==> src/rtl/pc_sequencer_if.sv <==
// Bus between decode/fetch and the PC sequencer.
// Decode drives the operation fields. Fetch and status logic read the PC and stack state.
interface pc_sequencer_if #(
  parameter int WIDTH = 8,
  parameter int DEPTH = 4
);
  localparam int DW = $clog2(DEPTH) + 1;

  logic             en;
  logic [2:0]       op;
  logic [WIDTH-1:0] target;
  logic             cond;
  logic [WIDTH-1:0] pc;
  logic [DW-1:0]    depth;
  logic             stack_full;
  logic             stack_empty;
  logic             fault;

  // Decode/fetch side
  modport master (
    output en, op, target, cond,
    input  pc, depth, stack_full, stack_empty, fault
  );

  // Sequencer side
  modport slave (
    input  en, op, target, cond,
    output pc, depth, stack_full, stack_empty, fault
  );
endinterface

==> src/rtl/pc_sequencer.sv <==
// Program counter sequencer with a small hardware return-address stack.
// It supports sequential fetch, conditional relative branches, absolute jumps and call/return.
// All arithmetic wraps modulo 2^WIDTH.
//
// state | meaning
// ------+-----------------------------------------------------------
// RUN   | normal sequencing; en=1 applies op, en=0 stalls
// FAULT | stack over/underflow seen; everything frozen until rst
module pc_sequencer #(
  parameter int               WIDTH    = 8,
  parameter int               DEPTH    = 4,
  parameter logic [WIDTH-1:0] RESET_PC = '0
) (
  input  logic                 clk,
  input  logic                 rst,
  pc_sequencer_if.slave        bus
);

  localparam int DW = $clog2(DEPTH) + 1;
  localparam int AW = $clog2(DEPTH);

  localparam logic [2:0] OP_NEXT    = 3'd0;
  localparam logic [2:0] OP_BR_FWD  = 3'd1;
  localparam logic [2:0] OP_BR_BACK = 3'd2;
  localparam logic [2:0] OP_JUMP    = 3'd3;
  localparam logic [2:0] OP_CALL    = 3'd4;
  localparam logic [2:0] OP_RET     = 3'd5;

  localparam logic [WIDTH-1:0] ONE_PC    = {{(WIDTH-1){1'b0}}, 1'b1};
  localparam logic [DW-1:0]    ONE_D     = {{(DW-1){1'b0}}, 1'b1};
  localparam logic [DW-1:0]    DEPTH_MAX = DW'(DEPTH);

  typedef enum logic {
    ST_RUN   = 1'b0,
    ST_FAULT = 1'b1
  } state_t;

  state_t           r_state;
  logic [WIDTH-1:0] r_pc;
  logic [DW-1:0]    r_depth;
  logic             r_full;
  logic             r_empty;
  logic             r_fault;
  logic [WIDTH-1:0] r_stack [DEPTH];

  logic [WIDTH-1:0] w_pc_inc;
  logic [WIDTH-1:0] w_pc_fwd;
  logic [WIDTH-1:0] w_pc_back;
  logic [DW-1:0]    w_depth_inc;
  logic [DW-1:0]    w_depth_dec;
  logic [AW-1:0]    w_push_idx;
  logic [AW-1:0]    w_top_idx;

  // Next-PC candidates and stack pointers, all wrap-around
  always_comb begin
    w_pc_inc    = r_pc + ONE_PC;
    w_pc_fwd    = r_pc + bus.target;
    w_pc_back   = r_pc - bus.target;
    w_depth_inc = r_depth + ONE_D;
    w_depth_dec = r_depth - ONE_D;
    w_push_idx  = r_depth[AW-1:0];
    w_top_idx   = w_depth_dec[AW-1:0];
  end

  // Sequencer FSM; all outputs registered, stack contents are not reset
  always_ff @(posedge clk) begin
    if (rst) begin
      r_state <= ST_RUN;
      r_pc    <= RESET_PC;
      r_depth <= '0;
      r_full  <= 1'b0;
      r_empty <= 1'b1;
      r_fault <= 1'b0;
    end else begin
      case (r_state)
        ST_RUN: begin
          if (bus.en) begin
            case (bus.op)
              OP_NEXT:    r_pc <= w_pc_inc;
              OP_BR_FWD:  r_pc <= bus.cond ? w_pc_fwd  : w_pc_inc;
              OP_BR_BACK: r_pc <= bus.cond ? w_pc_back : w_pc_inc;
              OP_JUMP:    r_pc <= bus.target;
              OP_CALL: begin
                if (r_full) begin
                  // Overflow freezes the PC at the offending call
                  r_fault <= 1'b1;
                  r_state <= ST_FAULT;
                end else begin
                  r_stack[w_push_idx] <= w_pc_inc;
                  r_pc    <= bus.target;
                  r_depth <= w_depth_inc;
                  r_full  <= (w_depth_inc == DEPTH_MAX);
                  r_empty <= 1'b0;
                end
              end
              OP_RET: begin
                if (r_empty) begin
                  r_fault <= 1'b1;
                  r_state <= ST_FAULT;
                end else begin
                  r_pc    <= r_stack[w_top_idx];
                  r_depth <= w_depth_dec;
                  r_full  <= 1'b0;
                  r_empty <= (w_depth_dec == '0);
                end
              end
              default: ;  // ops 6/7 hold
            endcase
          end
        end
        ST_FAULT: ;       // only rst leaves
        default:  r_state <= ST_FAULT;
      endcase
    end
  end

  assign bus.pc          = r_pc;
  assign bus.depth       = r_depth;
  assign bus.stack_full  = r_full;
  assign bus.stack_empty = r_empty;
  assign bus.fault       = r_fault;

endmodule

==> src/flat_wrapper.sv <==
// flat-port wrapper written by rule: the top's interface ports become plain ports
module pc_sequencer_flat 
#(
  parameter int               WIDTH    = 8,
  parameter int               DEPTH    = 4,
  parameter logic [WIDTH-1:0] RESET_PC = '0
)
  (clk, rst, bus_en, bus_op, bus_target, bus_cond, bus_pc, bus_depth, bus_stack_full, bus_stack_empty, bus_fault);
  pc_sequencer_if #(.WIDTH(WIDTH), .DEPTH(DEPTH)) bus_i ();
  input  logic clk;
  input  logic rst;
  input wire logic [$bits(bus_i.en)-1:0] bus_en;
  input wire logic [$bits(bus_i.op)-1:0] bus_op;
  input wire logic [$bits(bus_i.target)-1:0] bus_target;
  input wire logic [$bits(bus_i.cond)-1:0] bus_cond;
  output wire logic [$bits(bus_i.pc)-1:0] bus_pc;
  output wire logic [$bits(bus_i.depth)-1:0] bus_depth;
  output wire logic [$bits(bus_i.stack_full)-1:0] bus_stack_full;
  output wire logic [$bits(bus_i.stack_empty)-1:0] bus_stack_empty;
  output wire logic [$bits(bus_i.fault)-1:0] bus_fault;
  assign bus_i.en = bus_en;
  assign bus_i.op = bus_op;
  assign bus_i.target = bus_target;
  assign bus_i.cond = bus_cond;
  assign bus_pc = bus_i.pc;
  assign bus_depth = bus_i.depth;
  assign bus_stack_full = bus_i.stack_full;
  assign bus_stack_empty = bus_i.stack_empty;
  assign bus_fault = bus_i.fault;
  pc_sequencer #(.WIDTH(WIDTH), .DEPTH(DEPTH), .RESET_PC(RESET_PC)) u_core (.clk(clk), .rst(rst), .bus(bus_i));
endmodule
==> config.mk <==
export PLATFORM = sky130hd
export DESIGN_NAME = pc_sequencer_flat
export DESIGN_NICKNAME = d
export VERILOG_FILES = /design/src/rtl/pc_sequencer_if.sv /design/src/rtl/pc_sequencer.sv /design/src/flat_wrapper.sv
export SDC_FILE = /design/constraint.sdc
export NUM_CORES = 1
export LEC_CHECK = 0
export BUFFER_PORTS_ARGS = -buffer_cell sky130_fd_sc_hd__buf_2
export CAP_MARGIN = 25
export CORE_ASPECT_RATIO = 1.75
export CORE_MARGIN = 4
export CORE_UTILIZATION = 60
export DETAILED_ROUTE_END_ITERATION = 10
export HOLD_SLACK_MARGIN = 0.02
export PLACE_DENSITY = 0.84
export SLEW_MARGIN = 10
export SYNTH_ARGS = -nofsm -noshare
export SYNTH_HDL_FRONTEND = slang
export SYNTH_SLANG_ARGS = --single-unit
export TNS_END_PERCENT = 100
==> constraint.sdc <==
create_clock -name clk -period 2.9 [get_ports clk]
set_clock_uncertainty 0.15 [all_clocks]
set_input_delay 0.29 -clock clk [delete_from_list [all_inputs] [get_ports clk]]
set_output_delay 0.29 -clock clk [all_outputs]
set_load 0.005 [all_outputs]
Word level (Yosys, flattened, before mapping) --
Memories as Yosys holds them, arrays and structs flattened. Index checks and enable logic that the tools add are counted.
Storage, ports and cells: bits in registers 15, output and inout port bits 14, input bits 15, memories kept 1, RAM bits 32
Operators by class: add/sub/neg operators 5, bitwise operators 1, eq/ne operators 10, muxes and demuxes 28, reduce and logical (&&, ||, !) cells 9
Memory list:
- u_core.r_stack | words 4, bits a word 8, read ports 1, clocked after memory_dff 0, wr ports 1, line pc_sequencer.sv:44 | logic [WIDTH-1:0] r_stack [DEPTH];
Operator list (count):
- 8-bit case mux with 6 select lines | 1
- 8-bit 2-to-1 mux | 4
- 1-bit 2-to-1 mux | 16
- 5-bit AND reduction | 3
- 3-bit == test, second input constant | 3
- 8-bit by 1-bit adder with 8-bit output, second input constant | 1
- 8-bit adder | 1
- 1-bit case mux with 2 select lines | 4
- 4-bit AND reduction | 2
- 8-bit subtractor | 1
- 3-bit by 2-bit == test with 1-bit output, second input constant | 2
- 3-bit zero test | 2
- 3-bit 2-to-1 mux | 2
- 3-bit case mux with 2 select lines | 1
- 6-bit nonzero test | 1
- 2-bit by 1-bit != test with 1-bit output, second input constant | 2
- 2-bit != test, second input constant | 2
- 3-bit by 1-bit adder with 3-bit output, second input constant | 1
- 3-bit by 1-bit == test with 1-bit output, second input constant | 1
- 3-bit by 1-bit subtractor with 3-bit output, second input constant | 1
- 2-bit nonzero test | 1
- 1-bit NOT | 1

Logic depth before layout (Yosys ltp) --
Gate-level depths: netlist of the first run.
word-level depth 6, depth in mapped cells 10

Worst setup path before layout of the first run --
OpenSTA, ideal clock, no wires.
path type reg2reg, start register u_core.r_depth[0], in the netlist u_core.bus.depth[0], end register u_core.r_pc[7], in the netlist u_core.bus.pc[7], path slack 570 ps, data required time 2628 ps, cell stages (with the launch flop) 10, data arrival time 2058 ps, cell sequence dfxtp_1 -> buf_6 -> inv_1 -> ha_1 -> clkbuf_8 -> mux4_2 -> a221o_1 -> a21o_1 -> a211oi_2 -> o21ai_1
On the way: longest elaborated chain between the ends 4
RTL lines:
- from (decl) | line pc_sequencer.sv:40 | logic [DW-1:0] r_depth;
- from (signal assigned) | line pc_sequencer.sv:91 | r_depth <= w_depth_inc;
- from (signal assigned) | line pc_sequencer.sv:102 | r_depth <= w_depth_dec;
- 3-bit by 1-bit subtractor with 3-bit output | line pc_sequencer.sv:60 | w_depth_dec = r_depth - ONE_D;
- memory read 4 x 8 bit
- 8-bit 2-to-1 mux | line pc_sequencer.sv:97 | if (r_empty) begin
- 8-bit case mux with 6 select lines | line pc_sequencer.sv:78 | case (bus.op)
- to (signal assigned) | line pc_sequencer.sv:79 | OP_NEXT: r_pc <= w_pc_inc;
- to (signal assigned) | line pc_sequencer.sv:80 | OP_BR_FWD: r_pc <= bus.cond ? w_pc_fwd : w_pc_inc;
- to (signal assigned) | line pc_sequencer.sv:81 | OP_BR_BACK: r_pc <= bus.cond ? w_pc_back : w_pc_inc;
- to (decl) | line pc_sequencer.sv:39 | logic [WIDTH-1:0] r_pc;
Every way passes these cells. The select of a mux whose other input is x is not followed. A chain may end at the register's enable or synchronous reset.

Worst setup path in the final report of the first run --
start register u_core.r_pc[0], in the netlist u_core.bus.pc[0], end register u_core.r_pc[6], in the netlist u_core.bus.pc[6]
On the way: longest elaborated chain between the ends 3, elaborated cells on any way between the ends 6
RTL lines:
- 8-bit by 1-bit adder with 8-bit output, or another cell as far along | line pc_sequencer.sv:56 | w_pc_inc = r_pc + ONE_PC;
- 8-bit 2-to-1 mux (on tied branches) | line pc_sequencer.sv:81, pc_sequencer.sv:80
- 8-bit case mux with 6 select lines (*) | line pc_sequencer.sv:78
Mark *: on every way between the ends. The rest lies on a longest branch, timed or not.

==> out/qor.txt, run 1 <==
Clock sink count - 47
Share of cells above drive strength 1 - 16.62%
Row cnt - 35
Largest delay share family, worst path - flip-flops
Hold slack - 0.1136 ns
Endpoints failing setup - 0
Critical Path RT - 2.96 ns
Crit path largest cell delay - 0.53 ns
Initial antenna violation count - 0
Htree depth - 2
DP Wirelength - 5445 microns
Max-slew violation total from the final report - 0
P_int - 1.074 mW
Hold path startpoint - bus_en
Critical path peak fanout - 9
Logic pwr share - 22.8%
Final ANT Viol Nets - 0
Die Footprint - 0.006641 sq mm
Sw Ratio - 28.45%
FF-to-FF End - u_core.bus.pc[6]
Root Buffer - clkbuf_8
Detailed-route wire length - 6886 microns
Pin count of the biggest net entering global routing - 17
I/O pin total - 29
Number of diodes - 0
Fraction of registers with async set/reset - 0%
DRC viols - 0
Peak supply drop - 0.0006085 V
Hold endpoint - u_core.r_state
WL/cell - 18.12 microns
Die W - 63.34 microns
CTS Buf Count - 5
Hold-fix buffers at CTS - 0
Setup crit end kind - register
WHS Path Cells - 3
EDFF count, synth - 32
Routability cong. - 0.8211
Unrepaired setup endpoints after global routing - false
DR iter-0 viols - 128
Min-delay worst type - input port to register
Worst Reg2Reg Path Length in Cells - 10
Clk_lat worst skew - 0.29 ns
Reg power frac - 50.8%
Critical path launch point type - register
Clock transition at path regs - 0.09 ns
Seq/Total Area, Yosys - 39.22%
Clock share of power - 26.4%
#FFs+latches synth - 47
Leakage power - 1.360 nW
TritonRoute pass-1 iters - 4
Count of cell types in the netlist - 60
Post-Route Setup TNS - 0 ns
Avg Vias per Cell - 6.382
Syn avg cell area - 10.72 sq um
Area contributors post-synth - edfxtp_1 30%, dfxtp_1 9.3%, ha_1 8.2%, mux4_1 5.7%, nor2_1 3.5%
Worst-Margin Slew - 0.6923 ns
Highest clock rate - 408.1 MHz
Fin nets - 362
Core area - 0.005255 sq mm
Layout area overhead - 6.498%
Final Cycle Share - 84.50%
DR vias - 2,425
Die height - 104.8 microns
Tot GR Track Use - 21.79%
Crit-path slowest cell - dfxtp_1
Cells after Synth - 300
Top_reg_cell synth - edfxtp_1
Reg-to-reg setup timing slack - 0.45 ns
Final hold vios - 0
Pwr dens - 438.2 mW/mm^2
Worst R2R Start - u_core.bus.pc[0]
Switching power - 426.9 uW
WP buf/inv - 2
CTS tree - built
Port bufs - 28
Syn_nets - 338
Max-cap viol count - 0
Synthesized area - 0.003216 sq mm
Top cell by count, worst path - inv_1
Worst-path cell chain - inv_1 > ha_1 > inv_1 > fa_1 > a21oi_1 > nor3_1 > nor2_1 > xnor2_1 > a221oi_1 > a211oi_1
Yosys top cell area share - 29.88%
Post-cts sizing count - 0
Post-CTS Setup Inserts - 0
Rel. slew slack - 53.85%
Vias in the first global route - 2,428
Outcome - completed
Power consumption - 1.500 mW
Initial core utilization - 61.19%
Clock buffer depth - 2
Arrival @ worst endpoint - 2.51 ns
Gr ovfl total - 0
Synth area leader - edfxtp_1
Crit path kind - register to register
Synth Warn # - 0
First-pass GRT wire length - 11,440 microns
Final worst path period need - 2.450 ns
[worst max-delay path by stage]
stage,from,end,slack (ns),depth (start not counted)
finish,u_core.bus.pc[0],u_core.bus.pc[6],0.45,10
detailed placement,bus_op[1],u_core.r_stack[2][6],0.42,5
floorplan,u_core.bus.depth[0],u_core.bus.pc[7],0.57,9
global route,u_core.bus.pc[0],u_core.bus.pc[6],0.27,10
global placement,u_core.bus.pc[0],u_core.bus.pc[6],0.52,10
CTS,u_core.bus.pc[0],u_core.bus.pc[6],0.45,10
[per-stage QoR]
step | instance area (sq um) | std cells | setup WS [ns] | utilization, %
after floorplan | 3216 | 300 | 0.5698 | -
after global placement | 3331 | 372 | 0.5240 | 63.38
after detailed placement | 3331 | 372 | 0.4199 | 63.38
after CTS | 3425 | 380 | 0.4524 | 65.17
after global routing | 3425 | 380 | 0.2653 | 65.17
final | 3425 | 380 | 0.4496 | 65.17
[synthesized netlist by cell type, types with 2 or more instances]
library cell  count
a21o_1            5
inv_1            20
a211oi_1          8
a31oi_1           2
o21bai_1          3
xor2_1            5
a22oi_1           3
clkbuf_8          4
nand2b_1          7
nand2_1          16
clkbuf_1          3
and2b_2           2
and2_1            5
and3_1            2
nor3_1            5
o21ai_0           9
xnor2_1           9
nor2_1           30
mux2i_1           4
mux4_1            7
nor2b_1           3
a221oi_1          8
nor4b_1           2
buf_2             4
nor3b_1           4
fa_1              2
a2111oi_0         2
buf_6             2
edfxtp_1         32
nand2b_4          2
a311oi_1          3
nand3_1           7
dfxtp_1          15
ha_1             21
a221o_1           4
a21oi_1          16
[layout by cell type, fill, tap and decap left out, types with 5 or more instances in the layout]
cell type  synthesis  final
inv_1             20     20
nor2_1            30     30
nand3_1            7      7
mux4_1             7      7
nand2_1           16     16
nand2b_1           7      7
a211oi_1           8      8
nor3_1             5      5
a221oi_1           8      8
dfxtp_1           15     15
a21oi_1           16     16
xnor2_1            9      9
buf_2              4     28
o21ai_0            9      9
a21o_1             5      5
xor2_1             5      5
edfxtp_1          32     32
and2_1             5      5
clkbuf_8           4      6
ha_1              21     21
[cell families after synthesis]
| kind of cell | count (synthesis) | synth area share, % |
|---|---|---|
| adders and majority gates | 23 | 9.416 |
| buffers and inverters | 34 | 5.953 |
| xor gates and xnor gates | 14 | 3.813 |
| AOI/OAI and AO/OA | 75 | 17.35 |
| muxes | 14 | 8.444 |
| and+or+nand+nor | 93 | 15.80 |
| DFF | 47 | 39.22 |
[power by group through the flow]
stage	logic [mW]	registers [mW]	clock network, mW
floorplan	0.259	0.771	0
global placement	0.327	0.776	0
detailed placement	0.338	0.778	0
CTS	0.340	0.762	0.406
global route	0.381	0.766	0.433
finish	0.342	0.763	0.396
[layer usage]
layer  GRT usage, %  routed length, microns  vias up
li1               -                       -     1170
met1          23.91                    2662     1172
met2          38.82                    3732       56
met3          3.548                     187       27
met4          12.21                     304        0
met5              0                       0        -
[tightest hold or removal path: cells and delay by family]
kind	cells	cell delay (ns)
simple gates	1	0.08
compound gates	1	0.06
buf+inv	1	0.09
[area by class of cell]
cell class | count | area (sq um)
fillers | 426 | 1831
multi-input cells | 219 | 1763
flip-flops and latches | 47 | 1261
repair buffers | 31 | 162.7
clock buffers | 6 | 82.58
inverters | 20 | 75.07
well taps | 55 | 68.82
clock inverters | 2 | 11.26
[registers in the layout, summed over array words and instances (netlist names)]
register / flops
u_core.bus.pc: 8
u_core.r_state: 1
u_core.bus.depth: 3
u_core.r_stack: 32
u_core.bus.stack_empty: 1
u_core.bus.stack_full: 1
u_core.bus.fault: 1
No activity file was read; power rests on OpenSTA's default activity.
==> run 2, diff against run 1 <==
--- a/config.mk
+++ b/config.mk
@@ -5,6 +5,7 @@
 export SDC_FILE = /design/constraint.sdc
 export NUM_CORES = 1
 export LEC_CHECK = 0
+export ABC_AREA = 1
 export BUFFER_PORTS_ARGS = -buffer_cell sky130_fd_sc_hd__buf_2
 export CAP_MARGIN = 25
 export CORE_ASPECT_RATIO = 1.75
==> constraint.sdc (replaced) <==
create_clock -name clk -period 2.4 [get_ports clk]
set_clock_uncertainty 0.15 [all_clocks]
set_input_delay 0.24 -clock clk [delete_from_list [all_inputs] [get_ports clk]]
set_output_delay 0.24 -clock clk [all_outputs]
set_load 0.005 [all_outputs]
==> out/qor.txt, run 2 <==
CTS tree - built (unchanged)
Top cell by count, worst path - nand2_1 (was inv_1)
Critical path launch point type - register (unchanged)
Worst R2R Start - u_core.bus.pc[0] (unchanged)
Layout Cells excl Fill - 485 (was 380)
Clock buffer depth - 2 (unchanged)
Port bufs - 28 (unchanged)
Min-delay worst type - input port to register (unchanged)
Final ANT Viol Nets - 0 (unchanged)
Avg Vias per Cell - 5.654 (was 6.382)
Synthesized area - 0.003108 sq mm (was 0.003216 sq mm)
Worst Reg2Reg Path Length in Cells - 15 (was 10)
Hold-fix buffers at CTS - 0 (unchanged)
Area occupied by multi-input gates - 0.001556 sq mm (was 0.001763 sq mm)
Unrepaired setup endpoints after global routing - false (unchanged)
Fin nets - 468 (was 362)
Largest delay share family, worst path - simple AND/OR/NAND/NOR gates (was flip-flops)
Die height - 103.2 microns (was 104.8 microns)
Pwr dens - 547.4 mW/mm^2 (was 438.2 mW/mm^2)
Initial core utilization - 62.44% (was 61.19%)
Top_reg_cell synth - edfxtp_1 (unchanged)
Routability cong. - 0.9316 (was 0.8211)
Arrival @ worst endpoint - 2.31 ns (was 2.51 ns)
Detailed-route wire length - 7189 microns (was 6886 microns)
Most common cell in the netlist - nand2_1 (was edfxtp_1)
First-pass GRT wire length - 11,990 microns (was 11,440 microns)
Area contributors post-synth - edfxtp_1 31%, nand2_1 11%, dfxtp_1 9.7%, ha_1 8.5%, nand3_1 7.1% (was edfxtp_1 30%, dfxtp_1 9.3%, ha_1 8.2%, mux4_1 5.7%, nor2_1 3.5%)
Register area - 0.001261 sq mm (unchanged)
Highest clock rate - 454.2 MHz (was 408.1 MHz)
Syn avg cell area - 7.789 sq um (was 10.72 sq um)
Root Buffer - clkbuf_8 (unchanged)
Number of diodes - 0 (unchanged)
Final worst path period need - 2.201 ns (was 2.450 ns)
Crit path largest cell delay - 0.41 ns (was 0.53 ns)
Crit path kind - register to register (unchanged)
EDFF count, synth - 32 (unchanged)
CTS Buf Count - 5 (unchanged)
Setup crit end kind - register (unchanged)
Commonest cells after routing, fill and taps aside - 95 x nand2_1, 50 x inv_1, 44 x nand3_1 (was 32 x edfxtp_1, 30 x nor2_1, 28 x buf_2)
Final instance area - 0.003405 sq mm (was 0.003425 sq mm)
Worst-path cell chain - inv_2 > ha_1 > inv_1 > fa_1 > nand3_1 > nand2_1 > nand2_1 > nand2_1 > nand2_1 > nand3_1 > nand2_1 > nand2_1 > nand3_1 > nand2_1 > inv_1 (was inv_1 > ha_1 > inv_1 > fa_1 > a21oi_1 > nor3_1 > nor2_1 > xnor2_1 > a221oi_1 > a211oi_1)
Yosys top cell area share - 30.92% (was 29.88%)
Synth Warn # - 0 (unchanged)
Post-Route Setup TNS - 0 ns (unchanged)
Vias in the first global route - 2,548 (was 2,428)
Count of cell types in the netlist - 39 (was 60)
Cells after Synth - 399 (was 300)
Layout area overhead - 9.541% (was 6.498%)
Clock sink count - 47 (unchanged)
Gr ovfl total - 0 (unchanged)
Layout fillers - 405 (was 426)
FF-to-FF End - u_core.bus.pc[6] (unchanged)
I/O pin total - 29 (unchanged)
Hold endpoint - u_core.bus.fault (was u_core.r_state)
Max FFs per register - 32 (unchanged)
Core area - 0.004977 sq mm (was 0.005255 sq mm)
Critical path peak fanout - 8 (was 9)
DR vias - 2,742 (was 2,425)
Post-Place Cells - 477 (was 372)
Endpoints failing setup - 0 (unchanged)
Placed Area - 0.003308 sq mm (was 0.003331 sq mm)
TritonRoute pass-1 iters - 5 (was 4)
Synth cell count leaders - 95 x nand2_1, 51 x inv_1, 44 x nand3_1, 33 x nor2_1, 32 x edfxtp_1 (was 32 x edfxtp_1, 30 x nor2_1, 21 x ha_1, 20 x inv_1)
Layout Utilization - 68.40% (was 65.17%)
Hold path startpoint - rst (was bus_en)
Clock transition at path regs - 0.10 ns (was 0.09 ns)
WHS Path Cells - 2 (was 3)
Initial antenna violation count - 0 (unchanged)
Outcome - completed (unchanged)
Seq/Total Area, Yosys - 40.58% (was 39.22%)
Commonest non-fill, non-tap cell in the layout - nand2_1 (was edfxtp_1)
Largest reg by FF count - u_core.r_stack (unchanged)
Clk_lat worst skew - 0.30 ns (was 0.29 ns)
WP buf/inv - 3 (was 2)
Syn_nets - 437 (was 338)
Htree depth - 2 (unchanged)
WL/cell - 14.82 microns (was 18.12 microns)
Max-cap viol count - 0 (unchanged)
Tot GR Track Use - 23.32% (was 21.79%)
Worst-Margin Slew - 0.7121 ns (was 0.6923 ns)
#FFs+latches synth - 47 (unchanged)
Final hold vios - 0 (unchanged)
Fraction of registers with async set/reset - 0% (unchanged)
DRC viols - 0 (unchanged)
Final Cycle Share - 91.73% (was 84.50%)
DP Wirelength - 5843 microns (was 5445 microns)
Peak supply drop - 0.0005369 V (was 0.0006085 V)
Row cnt - 34 (was 35)
Rel. slew slack - 52.35% (was 53.85%)
Share of cells above drive strength 1 - 14.62% (was 16.62%)
Synth area leader - edfxtp_1 (unchanged)
Max-slew violation total from the final report - 0 (unchanged)
Die Footprint - 0.006441 sq mm (was 0.006641 sq mm)
Critical Path RT - 2.50 ns (was 2.96 ns)
Die W - 62.41 microns (was 63.34 microns)
Crit-path slowest cell - fa_1 (was dfxtp_1)
Leakage power - 1.604 nW (was 1.360 nW)
Pin count of the biggest net entering global routing - 18 (was 17)
DR iter-0 viols - 159 (was 128)
Reg-to-reg setup timing slack - 0.20 ns (was 0.45 ns)
[run 2: cell type report]
class                           instances  share of cell area, %
Clock buffer                            5                  2.021
Clock inverter                          3                 0.8085
Inverter                               62                  6.983
Multi-Input combinational cell        280                  45.72
Sequential cell                        47                  37.05
Tap cell                               54                  1.985
Timing Repair Buffer                   34                  5.439
[run 2: repair_timing]
item | CTS | global route
buffers inserted | 0 | 0
gates resized for setup | 0 | 1
setup endpoints to repair | 0 | 1
[run 2: per-stage QoR]
stage | hold slack, ns | power, mW | setup slack, ns
3_3_place_gp | 0.2862 | 1.356 | 0.1792
4_1_cts | 0.04660 | 1.868 | 0.1130
5_1_grt | 0.03609 | 1.966 | 0.02084
3_5_place_dp | 0.2982 | 1.367 | 0.1420
2_1_floorplan | 0.1591 | 1.240 | 0.2923
6_report | 0.05154 | 1.864 | 0.1985
[run 2: power breakdown]
part           switching (mW)  internal [mW]  total (mW)
Combinational           0.276          0.154       0.431
Sequential             0.0280          0.895       0.923
Clock                   0.294          0.216       0.510
[run 2: how the worst max path moves through the flow]
stage,start,end,cells past startpoint
after floorplan,u_core.bus.depth[0],u_core.bus.pc[4],12
final,u_core.bus.pc[0],u_core.bus.pc[6],15
after CTS,u_core.bus.pc[0],u_core.bus.pc[6],14
after global routing,u_core.bus.pc[0],u_core.bus.pc[6],15
after detailed placement,u_core.bus.pc[0],u_core.bus.pc[6],14
after global placement,u_core.bus.pc[0],u_core.bus.pc[6],14
[run 2: worst register-to-register path, delay by kind of cell (launching register included)]
kind | cells | cell delay (ns)
fa+ha+maj | 2 | 0.58
simple gates | 10 | 0.77
flops | 1 | 0.40
buf+inv | 3 | 0.28
[run 2: cell families after synthesis]
kind of cell	count (synthesis)	share of synthesized area, %
compound gates	55	9.662
xor+xnor	10	2.818
fa+ha+maj	23	9.742
buf+inv	72	9.339
flops	47	40.58
simple gates	192	27.86
[run 2: routing by layer]
metal  share of wire [%]  wire length, microns  track usage [%]  vias to the layer above
li1                    -                     -                -                     1363
met1                  36                  2567            24.68                     1267
met2                  55                  3973            44.09                       86
met3                 3.6                   256            2.486                       26
met4                 5.5                   392            14.05                        0
met5                   0                     0                0                        -
==> run 3, diff against run 2 <==
--- a/config.mk
+++ b/config.mk
@@ -9,7 +9,6 @@
 export BUFFER_PORTS_ARGS = -buffer_cell sky130_fd_sc_hd__buf_2
 export CAP_MARGIN = 25
 export CORE_ASPECT_RATIO = 1.75
-export CORE_MARGIN = 4
 export CORE_UTILIZATION = 60
 export DETAILED_ROUTE_END_ITERATION = 10
 export HOLD_SLACK_MARGIN = 0.02
==> out/qor.txt, run 3 (synthesis results as in run 2) <==
Outcome - completed (unchanged)
Avg Vias per Cell - 5.530 (was 5.654)
Row cnt - 34 (unchanged)
CTS tree - built (unchanged)
Number of diodes - 0 (unchanged)
Critical path launch point type - register (unchanged)
Die height - 97.21 microns (was 103.2 microns)
First-pass GRT wire length - 11,940 microns (was 11,990 microns)
Post-cts sizing count - 0 (unchanged)
Min-delay worst type - input port to register (unchanged)
Worst-path cell chain - inv_2 > ha_1 > inv_1 > fa_1 > nand3_1 > nand2_1 > nand2_1 > nand2_1 > nand2_1 > nand3_1 > nand2_1 > nand2_1 > nand3_1 > nand2_1 > inv_1 (unchanged)
Initial antenna violation count - 0 (unchanged)
Endpoints failing setup - 0 (unchanged)
Unrepaired setup endpoints after global routing - false (unchanged)
Setup ws final - 0.2140 ns (was 0.1985 ns)
Initial core utilization - 62.44% (unchanged)
Max-slew violation total from the final report - 0 (unchanged)
Clock share of power - 27.3% (was 27.4%)
Crit path largest cell delay - 0.41 ns (about the same)
Final Cycle Share - 91.08% (was 91.73%)
Max-cap viol count - 0 (unchanged)
Vias in the first global route - 2,739 (was 2,548)
TritonRoute pass-1 iters - 5 (unchanged)
Core area - 0.004977 sq mm (unchanged)
Final hold vios - 0 (unchanged)
WL/cell - 14.98 microns (was 14.82 microns)
Largest reg by FF count - u_core.r_stack (unchanged)
Clock buffer depth - 2 (unchanged)
Reg power frac - 49.5% (about the same)
Peak supply drop - 0.0004370 V (was 0.0005369 V)
DR iter-0 viols - 97 (was 159)
Routability cong. - 0.8790 (was 0.9316)
Highest clock rate - 457.5 MHz (was 454.2 MHz)
Final worst path period need - 2.186 ns (was 2.201 ns)
Pwr dens - 547.6 mW/mm^2 (was 547.4 mW/mm^2)
Worst-Margin Slew - 0.7607 ns (was 0.7121 ns)
Leakage power - 1.605 nW (was 1.604 nW)
Layout area overhead - 9.501% (was 9.541%)
Crit path kind - register to register (unchanged)
Rel. slew slack - 49.10% (was 52.35%)
Root Buffer - clkbuf_8 (unchanged)
Htree depth - 2 (unchanged)
Clock sink count - 47 (unchanged)
Critical path peak fanout - 8 (unchanged)
Detailed-route wire length - 7266 microns (was 7189 microns)
Post-CTS Setup Inserts - 0 (unchanged)
DR vias - 2,682 (was 2,742)
Die W - 56.41 microns (was 62.41 microns)
Critical Path RT - 2.50 ns (about the same)
Clock transition at path regs - 0.09 ns (was 0.10 ns)
Hold-fix buffers at CTS - 0 (unchanged)
Largest delay share family, worst path - simple AND/OR/NAND/NOR gates (unchanged)
Fin nets - 468 (unchanged)
Setup crit end kind - register (unchanged)
Max FFs per register - 32 (unchanged)
Tot GR Track Use - 28.33% (was 23.32%)
Pre-CTS setup slack - 0.1704 ns (was 0.1420 ns)
Top cell by count, worst path - nand2_1 (unchanged)
Pin count of the biggest net entering global routing - 18 (unchanged)
Final instance area - 0.003403 sq mm (was 0.003405 sq mm)
Power consumption - 1.864 mW (about the same)
Share of cells above drive strength 1 - 14.39% (was 14.62%)
Port bufs - 28 (unchanged)
Commonest non-fill, non-tap cell in the layout - nand2_1 (unchanged)
Sw Ratio - 31.00% (was 32.12%)
Crit-path slowest cell - fa_1 (unchanged)
Placed Area - 0.003308 sq mm (unchanged)
Switching power - 577.8 uW (was 598.6 uW)
Clk_lat worst skew - 0.30 ns (about the same)
Final ANT Viol Nets - 0 (unchanged)
Commonest cells after routing, fill and taps aside - 95 x nand2_1, 50 x inv_1, 44 x nand3_1 (unchanged)
WP buf/inv - 3 (unchanged)
P_int - 1.286 mW (was 1.265 mW)
Post-Route Setup TNS - 0 ns (unchanged)
DRC viols - 0 (unchanged)
Logic pwr share - 23.2% (was 23.1%)
Gr ovfl total - 0 (unchanged)
I/O pin total - 29 (unchanged)
Arrival @ worst endpoint - 2.29 ns (was 2.31 ns)
DP Wirelength - 5826 microns (was 5843 microns)
Die Footprint - 0.005483 sq mm (was 0.006441 sq mm)
CTS Buf Count - 5 (unchanged)
[run 3: power by group through the flow]
stage | combinational [mW] | clock [mW] | sequential [mW]
after global routing | 0.489 | 0.537 | 0.926
after CTS | 0.430 | 0.509 | 0.922
after floorplan | 0.302 | 0 | 0.939
final | 0.433 | 0.509 | 0.922
after global placement | 0.415 | 0 | 0.939
after detailed placement | 0.428 | 0 | 0.941
[run 3: path summary, 6_finish.rpt]
check / from / endpoint / slack, ns / cells past startpoint
worst max-delay path: u_core.bus.pc[0] / u_core.bus.pc[6] / 0.21 / 15
worst min-delay path: bus_en / u_core.r_state / 0.06 / 3
worst min register to register: u_core.bus.fault / u_core.bus.fault / 0.30 / 2
worst max register to register: u_core.bus.pc[0] / u_core.bus.pc[6] / 0.21 / 15
[run 3: final cells by class]
cell class | instances | area (sq um)
Timing Repair Buffer | 34 | 185.2
Sequential cell | 47 | 1261
Inverter | 62 | 237.7
Tap cell | 54 | 67.56
Multi-Input combinational cell | 280 | 1556
Clock buffer | 7 | 86.33
Fill cell | 444 | 1574
Clock inverter | 1 | 8.758
[run 3: through the flow]
stage	util, %	cells	hold slack [ns]
2_1_floorplan	-	399	0.1591
4_1_cts	68.38	485	0.05082
6_report	68.38	485	0.05763
5_1_grt	68.38	485	0.05828
3_3_place_gp	66.47	477	0.2861
3_5_place_dp	66.47	477	0.2927
[run 3: worst register-to-register path, stage by stage, from the launching register on]
cell and delay [ns]:
dfxtp_1 0.40, inv_2 0.17, ha_1 0.16, inv_1 0.05
fa_1 0.41, nand3_1 0.12, nand2_1 0.09, nand2_1 0.10
nand2_1 0.06, nand2_1 0.06, nand3_1 0.07, nand2_1 0.10
nand2_1 0.05, nand3_1 0.06, nand2_1 0.05, inv_1 0.04
[run 3: routing by layer]
layer  wire, microns  share of wire (%)  vias to the layer above  GRT usage (%)
met3             169                2.3                       20          2.530
met5               0                  0                        -              0
met1            2607                 36                     1234          28.04
met4             352                4.8                        0          20.64
met2            4137                 57                       61          52.66
li1                -                  -                     1367              -
